$ cat config.mk
export PLATFORM = sky130hd
export DESIGN_NAME = xgmii_66b_encoder_fsm
export DESIGN_NICKNAME = d
export VERILOG_FILES = /design/src/rtl/xgmii_66b_pkg.sv /design/src/rtl/xgmii_66b_encoder_fsm_scrambler_58.sv /design/src/rtl/xgmii_66b_encoder_fsm.sv
export SDC_FILE = /design/constraint.sdc
export NUM_CORES = 1
export LEC_CHECK = 0
export CORE_MARGIN = 2
export CORE_UTILIZATION = 50
export DETAILED_ROUTE_END_ITERATION = 8
export PLACE_DENSITY = 0.77
export SLEW_MARGIN = 20
export SYNTH_ARGS = -nofsm -noshare
export SYNTH_HDL_FRONTEND = slang
export SYNTH_HIERARCHICAL = 1
export SYNTH_SLANG_ARGS = --single-unit
$ cat constraint.sdc
create_clock -name clk_i -period 4.2 [get_ports clk_i]
set_input_delay 1.26 -clock clk_i [delete_from_list [all_inputs] [get_ports clk_i]]
set_output_delay 1.26 -clock clk_i [all_outputs]
set_load 0.005 [all_outputs]
$ cat src/rtl/xgmii_66b_pkg.sv
// Shared constants and types for the XGMII -> 64b/66b transmit encoder.
// Holds XGMII control characters, block type fields, 7-bit control codes,
// sync headers, the transmit FSM state enum and the default scrambler seed.
package xgmii_66b_pkg;

  localparam int unsigned DATA_W = 64;
  localparam int unsigned LANES  = 8;
  localparam int unsigned SCR_W  = 58;

  // XGMII control characters
  localparam logic [7:0] XG_I = 8'h07;
  localparam logic [7:0] XG_S = 8'hFB;
  localparam logic [7:0] XG_T = 8'hFD;
  localparam logic [7:0] XG_E = 8'hFE;
  localparam logic [7:0] XG_O = 8'h9C;

  // Block type fields
  localparam logic [7:0] BT_C  = 8'h1E;
  localparam logic [7:0] BT_S0 = 8'h78;
  localparam logic [7:0] BT_S4 = 8'h33;
  localparam logic [7:0] BT_O0 = 8'h4B;

  // 7-bit control codes
  localparam logic [6:0] CC_I = 7'h00;
  localparam logic [6:0] CC_E = 7'h1E;

  // Sync headers
  localparam logic [1:0] HDR_CTRL = 2'b01;
  localparam logic [1:0] HDR_DATA = 2'b10;

  // Error block: control type with every code set to E
  localparam logic [DATA_W-1:0] EBLOCK = {{8{CC_E}}, BT_C};

  localparam logic [SCR_W-1:0] SCR_SEED_DEF = 58'h3FF_FFFF_FFFF_FFFF;

  typedef enum logic [2:0] {TX_INIT, TX_C, TX_D, TX_T, TX_E} tx_state_e;
  typedef enum logic [2:0] {L_D, L_I, L_S, L_T, L_O, L_E} lane_e;
  typedef enum logic [2:0] {COL_C, COL_S, COL_O, COL_D, COL_T, COL_E} col_e;

  // Per-lane character class; unknown control bytes are treated as E
  function automatic lane_e lane_class(input logic [7:0] b, input logic c);
    lane_e r;
    if (!c) begin
      r = L_D;
    end else begin
      case (b)
        XG_I:    r = L_I;
        XG_S:    r = L_S;
        XG_T:    r = L_T;
        XG_O:    r = L_O;
        default: r = L_E;
      endcase
    end
    return r;
  endfunction

  // Block type for a terminate in lane k
  function automatic logic [7:0] t_type(input logic [2:0] k);
    logic [7:0] r;
    case (k)
      3'd0:    r = 8'h87;
      3'd1:    r = 8'h99;
      3'd2:    r = 8'hAA;
      3'd3:    r = 8'hB4;
      3'd4:    r = 8'hCC;
      3'd5:    r = 8'hD2;
      3'd6:    r = 8'hE1;
      default: r = 8'hFF;
    endcase
    return r;
  endfunction

endpackage

$ cat src/rtl/xgmii_66b_encoder_fsm_scrambler_58.sv
// x^58+x^39+1 self-synchronous scrambler, 64 bits per clock, LSB first.
// Also forms the registered output stage: header, valid and error flags are
// carried alongside the payload. With bypass_i set the payload passes
// unscrambled and the scrambler state is frozen.
// Ports: clk_i/rst_i (sync, active high), vld_i, bypass_i, data_i, head_i,
//        err_i in; data_o, head_o, vld_o, err_o registered out.
module scrambler_58
  import xgmii_66b_pkg::*;
#(
  parameter logic [SCR_W-1:0] SEED = SCR_SEED_DEF
) (
  input  logic              clk_i,
  input  logic              rst_i,
  input  logic              vld_i,
  input  logic              bypass_i,
  input  logic [DATA_W-1:0] data_i,
  input  logic [1:0]        head_i,
  input  logic              err_i,
  output logic [DATA_W-1:0] data_o,
  output logic [1:0]        head_o,
  output logic              vld_o,
  output logic              err_o
);

  localparam int unsigned TAP_A = 38;
  localparam int unsigned TAP_B = 57;

  logic [SCR_W-1:0]  state_q, state_d;
  logic [DATA_W-1:0] scr_d;
  logic [DATA_W-1:0] data_q;
  logic [1:0]        head_q;
  logic              vld_q, err_q;

  // Serial recurrence unrolled over 64 bits; each output bit feeds the shift
  always_comb begin
    state_d = state_q;
    scr_d   = '0;
    for (int i = 0; i < int'(DATA_W); i++) begin
      scr_d[i] = data_i[i] ^ state_d[TAP_A] ^ state_d[TAP_B];
      state_d  = {state_d[SCR_W-2:0], scr_d[i]};
    end
  end

  // Output stage; holds payload/header across invalid cycles
  always_ff @(posedge clk_i) begin
    if (rst_i) begin
      state_q <= SEED;
      data_q  <= '0;
      head_q  <= '0;
      vld_q   <= 1'b0;
      err_q   <= 1'b0;
    end else if (vld_i) begin
      if (!bypass_i) state_q <= state_d;
      data_q <= bypass_i ? data_i : scr_d;
      head_q <= head_i;
      vld_q  <= 1'b1;
      err_q  <= err_i;
    end else begin
      vld_q <= 1'b0;
      err_q <= 1'b0;
    end
  end

  assign data_o = data_q;
  assign head_o = head_q;
  assign vld_o  = vld_q;
  assign err_o  = err_q;

endmodule

$ cat src/rtl/xgmii_66b_encoder_fsm.sv
// 64b/66b transmit encoder: classifies each XGMII column, sequences blocks
// with the transmit FSM (illegal sequences become error blocks), optionally
// scrambles the payload and keeps a saturating error-block counter.
// Ports: clk_i, rst_i (sync, active high); xgmii_txd_i/txc_i/txd_vld_i in;
//        encode_data_o/head_o/data_vld_o/error_o and err_cnt_o out.
// Latency is 1 cycle with the scrambler disabled, 2 cycles with it enabled.
module xgmii_66b_encoder_fsm
  import xgmii_66b_pkg::*;
#(
  parameter bit               SCRAMBLE_EN = 1'b1,
  parameter int unsigned      ERR_CNT_W   = 16,
  parameter logic [SCR_W-1:0] SCR_SEED    = SCR_SEED_DEF
) (
  input  logic                 clk_i,
  input  logic                 rst_i,
  input  logic [DATA_W-1:0]    xgmii_txd_i,
  input  logic [LANES-1:0]     xgmii_txc_i,
  input  logic                 xgmii_txd_vld_i,
  output logic [DATA_W-1:0]    encode_data_o,
  output logic [1:0]           encode_head_o,
  output logic                 encode_data_vld_o,
  output logic                 encode_error_o,
  output logic [ERR_CNT_W-1:0] err_cnt_o
);

  lane_e             lane_c [LANES];
  col_e              col;
  tx_state_e         state_q, state_d;
  logic              all_d, all_ie, is_s0, is_s4, is_o0, is_t, t_match;
  logic [2:0]        t_k;
  logic [DATA_W-1:0] blk_data;
  logic [1:0]        blk_head;
  logic              blk_err;

  logic [DATA_W-1:0]    s_data;
  logic [1:0]           s_head;
  logic                 s_vld, s_err;
  logic [ERR_CNT_W-1:0] cnt_q;

  // Lane classification
  always_comb begin
    for (int k = 0; k < int'(LANES); k++) begin
      lane_c[k] = lane_class(xgmii_txd_i[8*k +: 8], xgmii_txc_i[k]);
    end
  end

  // Column pattern detection
  always_comb begin
    all_d   = 1'b1;
    all_ie  = 1'b1;
    is_s0   = (lane_c[0] == L_S);
    is_s4   = (lane_c[4] == L_S);
    is_o0   = (lane_c[0] == L_O);
    is_t    = 1'b0;
    t_match = 1'b0;
    t_k     = '0;
    for (int k = 0; k < int'(LANES); k++) begin
      if (lane_c[k] != L_D) all_d = 1'b0;
      if (lane_c[k] != L_I && lane_c[k] != L_E) all_ie = 1'b0;
      if (k >= 1 && lane_c[k] != L_D) is_s0 = 1'b0;
      if (k <= 3 && lane_c[k] != L_I) is_s4 = 1'b0;
      if (k >= 5 && lane_c[k] != L_D) is_s4 = 1'b0;
      if (k >= 1 && k <= 3 && lane_c[k] != L_D) is_o0 = 1'b0;
      if (k >= 4 && lane_c[k] != L_I) is_o0 = 1'b0;
    end
    // Terminate in lane k: data below, idle above
    for (int k = 0; k < int'(LANES); k++) begin
      t_match = (lane_c[k] == L_T);
      for (int j = 0; j < int'(LANES); j++) begin
        if (j < k && lane_c[j] != L_D) t_match = 1'b0;
        if (j > k && lane_c[j] != L_I) t_match = 1'b0;
      end
      if (t_match) begin
        is_t = 1'b1;
        t_k  = 3'(k);
      end
    end
  end

  // Block formation, next-state and error substitution
  always_comb begin
    col      = COL_E;
    blk_data = EBLOCK;
    blk_head = HDR_CTRL;
    if (all_d) begin
      col      = COL_D;
      blk_data = xgmii_txd_i;
      blk_head = HDR_DATA;
    end else if (all_ie) begin
      col      = COL_C;
      blk_data = {56'h0, BT_C};
      for (int k = 0; k < int'(LANES); k++) begin
        blk_data[8+7*k +: 7] = (lane_c[k] == L_I) ? CC_I : CC_E;
      end
    end else if (is_s0) begin
      col      = COL_S;
      blk_data = {xgmii_txd_i[63:8], BT_S0};
    end else if (is_s4) begin
      col      = COL_S;
      blk_data = {xgmii_txd_i[63:40], 32'h0, BT_S4};
    end else if (is_o0) begin
      col      = COL_O;
      blk_data = {32'h0, xgmii_txd_i[31:8], BT_O0};
    end else if (is_t) begin
      col      = COL_T;
      blk_data = {56'h0, t_type(t_k)};
      for (int j = 0; j < int'(LANES) - 1; j++) begin
        if (j < int'(t_k)) blk_data[8+8*j +: 8] = xgmii_txd_i[8*j +: 8];
      end
    end

    state_d = TX_E;
    case (state_q)
      TX_INIT: begin
        if (col == COL_C)      state_d = TX_C;
        else if (col == COL_S) state_d = TX_D;
      end
      TX_C, TX_T: begin
        if (col == COL_C || col == COL_O) state_d = TX_C;
        else if (col == COL_S)            state_d = TX_D;
      end
      TX_D: begin
        if (col == COL_D)      state_d = TX_D;
        else if (col == COL_T) state_d = TX_T;
      end
      TX_E: begin
        if (col == COL_D)                      state_d = TX_D;
        else if (col == COL_T)                 state_d = TX_T;
        else if (col == COL_C || col == COL_O) state_d = TX_C;
        else if (col == COL_S)                 state_d = TX_D;
      end
      default: state_d = TX_E;
    endcase

    blk_err = (state_d == TX_E);
    if (blk_err) begin
      blk_data = EBLOCK;
      blk_head = HDR_CTRL;
    end
  end

  // FSM state advances on valid columns only
  always_ff @(posedge clk_i) begin
    if (rst_i) begin
      state_q <= TX_INIT;
    end else if (xgmii_txd_vld_i) begin
      state_q <= state_d;
    end
  end

  // Extra pipeline stage ahead of the scrambler when it is enabled
  if (SCRAMBLE_EN) begin : g_pipe
    logic [DATA_W-1:0] p_data_q;
    logic [1:0]        p_head_q;
    logic              p_vld_q, p_err_q;

    always_ff @(posedge clk_i) begin
      if (rst_i) begin
        p_data_q <= '0;
        p_head_q <= '0;
        p_vld_q  <= 1'b0;
        p_err_q  <= 1'b0;
      end else if (xgmii_txd_vld_i) begin
        p_data_q <= blk_data;
        p_head_q <= blk_head;
        p_vld_q  <= 1'b1;
        p_err_q  <= blk_err;
      end else begin
        p_vld_q <= 1'b0;
        p_err_q <= 1'b0;
      end
    end

    assign s_data = p_data_q;
    assign s_head = p_head_q;
    assign s_vld  = p_vld_q;
    assign s_err  = p_err_q;
  end else begin : g_nopipe
    assign s_data = blk_data;
    assign s_head = blk_head;
    assign s_vld  = xgmii_txd_vld_i;
    assign s_err  = blk_err;
  end

  scrambler_58 #(
    .SEED(SCR_SEED)
  ) u_scr (
    .clk_i    (clk_i),
    .rst_i    (rst_i),
    .vld_i    (s_vld),
    .bypass_i (!SCRAMBLE_EN),
    .data_i   (s_data),
    .head_i   (s_head),
    .err_i    (s_err),
    .data_o   (encode_data_o),
    .head_o   (encode_head_o),
    .vld_o    (encode_data_vld_o),
    .err_o    (encode_error_o)
  );

  // Counter updates on the same edge that registers the error pulse
  always_ff @(posedge clk_i) begin
    if (rst_i) begin
      cnt_q <= '0;
    end else if (s_vld && s_err && cnt_q != '1) begin
      cnt_q <= cnt_q + ERR_CNT_W'(1);
    end
  end

  assign err_cnt_o = cnt_q;

endmodule

==> flow_summary.ini <==
[outcome]
outcome = finished, final reports clean

[synthesis]
synth_edf_count = 0
synth_common_cells = dfxtp_1 (213), nor2_1 (172), nand2_1 (96)
synth_warnings = 6
avgSynthCellArea_sq_um = 8.43
synth_area_leader_cell = dfxtp_1
syn_area_sq_um = 11800
synth_cells = 1403
yosysUniqueCellTypes = 80
synth.area.top_cells = dfxtp_1 (36%), xnor2_1 (6.7%), nor2_1 (5.5%)
synth_top_area_share = 0.361
synth_nets = 1482
ys_seq_elements = 213
yosysMostFrequentCell = dfxtp_1
synthArstFlopShare = 0
ys.flop_type = dfxtp_1
ys_seq_area_frac = 0.361

[sta]
clock_skew_ns = 0.0113
setup_ws_ns = 0.0749
setup_viol = 0
fmax_mhz = 242
timing.final.crit_period_ns = 4.13
finalHoldViolCount = 0
drv_slew = 0
tightest_slew_ns = 1.09
slew_headroom = 0.274
timing.final.crit_share = 0.982

[pwr]
ir_drop_mv = 0.304
power.density_nw_per_um2 = 326
p_leak_uw = 0.00625

[route]
totalWireLength_um = 41900
first_pass_iters = 5
drc_errors = 0
drt_iter0_drc = 1078
wl_per_cell_um = 20.5
num_vias = 12100
avgViaCountPerCell = 5.93
ant_nets = 0

[final_layout]
area_growth_pct = 36.4
drive_gt1_frac = 0.182
diodes = 0
finalInstanceArea_sq_um = 16100
nNetsFinal = 1785

[critical_path]
r2r_start = err_cnt_o[3]
cp-startpoint = xgmii_txd_i[35]
slowest_stage = or4_1
ff2ff_path_depth = 9
path_max_fanout = 8
endpoint = g_pipe.p_data_q[47]
crit_cells = 12
arrival_ns = 4.53
critical_path_buf_inv_count = 3
cp_cell_sequence = clkdlybuf4s50_1 -> or4_1 -> nor4_2 -> a211o_1 -> or4b_4 -> o21ai_2 -> buf_4 -> a21oi_1 -> a41oi_4 -> buf_6 -> nor3_2 -> nor3_1
worstPathRequired_ns = 4.61
critPathKind = in2reg
rrSetupSlack_ns = 2.00
crit_family = simple AND/OR/NAND/NOR gates
worst_setup_path_end_kind = register
crit_path_max_incr_delay_ns = 0.54
r2r_end = err_cnt_o[13]
critPathLaunchType = primary input

[clock_tree]
root_buffer = clkbuf_16
clock-sinks = 213
insertion_delay_ns = 0.50
hold_buffers = 0
cts_buffer_depth = 3
cts_buffers = 22
clk_pin_slew_ns = 0.06
h-tree-depth = 1
cts_tree = yes

[placed_design]
dpl_cell_area_sq_um = 15000
post-dp-hpwl_um = 31900
pre_cts_slack_ns = -0.760
numPortBuffers = 158
place.gp.congestion = 1.03

[global_route]
antenna_found_initial = 0
grt_pass1_vias = 11500
grt_max_degree = 111
grt_pass1_wl_um = 63900
grt_usage = 0.332
gr-total-overflow = 0

[hold_path]
hold_class = reg2reg

[die]
std_cell_rows = 56
ios = 159
core_area_sq_um = 23300
start_util = 0.507
fp.dieW_um = 158
die_area_sq_um = 24900
fp.dieH_um = 158

[flow_run]
maxCapViolations = 0
[cell type report]
type                       instances  area [sq um]
tap                              319           399
clock inverter                     8           144
sequential                       213          4270
clock buffer                      32           649
fill                            1856          7210
timing repair buffer             364          3170
inverter                          15          56.3
multi-input combinational       1090          7430
[how the worst min path moves through the flow]
stage	startpoint	end	slack [ns]	depth (start not counted)
global route	g_pipe.p_head_q[1]	g_pipe.p_head_q[1]	0.48	2
detailed placement	g_pipe.p_head_q[1]	g_pipe.p_head_q[1]	0.45	2
CTS	g_pipe.p_head_q[1]	g_pipe.p_head_q[1]	0.46	2
finish	g_pipe.p_head_q[1]	g_pipe.p_head_q[1]	0.45	2
floorplan	g_pipe.p_head_q[1]	g_pipe.p_head_q[1]	0.43	2
global placement	g_pipe.p_head_q[1]	g_pipe.p_head_q[1]	0.45	2
[registers in the layout (all words and copies together) (netlist names)]
| signal | cells |
|---|---|
| g_pipe.p_data_q | 64 |
| u_scr/data_o | 64 |
| u_scr/state_q | 58 |
| err_cnt_o | 16 |
| state_q | 3 |
| g_pipe.p_head_q | 2 |
| u_scr/head_o | 2 |
| g_pipe.p_err_q | 1 |
| g_pipe.p_vld_q | 1 |
| u_scr/err_o | 1 |
| u_scr/vld_o | 1 |
[placed cells by master, fill, tap and decap left out, types with 6 or more instances in the layout]
cell,synthesis,routed
dfxtp_1,213,212
buf_4,0,197
nor2_1,172,171
clkdlybuf4s50_1,0,148
nand2_1,96,95
xnor2_1,90,90
o21ai_0,86,85
a21oi_1,76,70
xor2_1,58,58
nor3_1,52,42
or3_1,37,35
a211o_1,35,35
a211oi_1,35,35
a22oi_1,30,30
nand3_1,29,28
a311oi_1,28,28
clkbuf_16,0,23
nand2b_1,23,22
o21ai_1,20,20
xnor3_1,19,19
inv_1,15,15
and3_1,13,13
o211a_1,13,13
o21bai_1,12,12
nor2b_1,11,11
or2_2,12,11
a22o_1,10,10
mux2i_1,9,9
nor4_1,11,8
nor3_2,0,8
nand4_1,8,8
buf_6,2,8
a21o_1,6,6
o211ai_1,6,6
[what timing repair did]
item,CTS,global route
endpoints found under the hold margin,0,0
setup endpoints to repair,67,44
gates resized for setup,45,28
pin swaps,18,14
setup buffers,6,3
cloned,0,0
[metrics by stage]
step           power [uW]   util  instances  hold slack, ns  setup TNS (ns)
6_report             5260  0.691       2041           0.452               0
5_1_grt              5420  0.691       2041           0.482        -0.00904
4_1_cts              5250  0.687       2038           0.459               0
3_5_place_dp         3140  0.642       1992           0.450          -42.64
3_3_place_gp         3120  0.642       1992           0.451          -36.59
2_1_floorplan        2720      -       1403           0.426          -0.246
[power by group]
| group | total (uW) | switching (uW) | internal [uW] |
|---|---|---|---|
| combinational | 884 | 437 | 448 |
| clock | 2130 | 806 | 1320 |
| sequential | 2250 | 128 | 2120 |
| total | 5260 | 1370 | 3890 |
[cell families (layout without fill, tap and decap cells)]
kind of cell	Yosys count	count (layout)	share of synthesized area
XOR/XNOR	168	168	0.147
adder cells (fa/ha/maj)	4	4	0.00423
multiplexers	9	9	0.00762
AO/OA/AOI/OAI	403	403	0.236
flip-flops	213	213	0.361
buffers and inverters	100	419	0.0341
other	1	1	0.000317
AND/OR/NAND/NOR	505	505	0.210
[worst register-to-register path, cell delays in order (launching register included)]
cell and delay [ns]:
dfxtp_1 0.39, nand3_1 0.13, nor2_1 0.20, nand3_1 0.20, o311a_1 0.46, nand3_1 0.22
nor2_1 0.11, nand2_1 0.12, xor2_1 0.17, nor2_1 0.06
[layer usage]
metal | GRT usage | wire length [um] | vias up
met3 | 0.0383 | 2750 | 116
met4 | 0.148 | 2110 | 0
li1 | - | - | 5698
met5 | 0 | 0 | -
met2 | 0.570 | 20100 | 531
met1 | 0.417 | 16900 | 5751
Note: power is estimated with default switching activity, not from simulation.
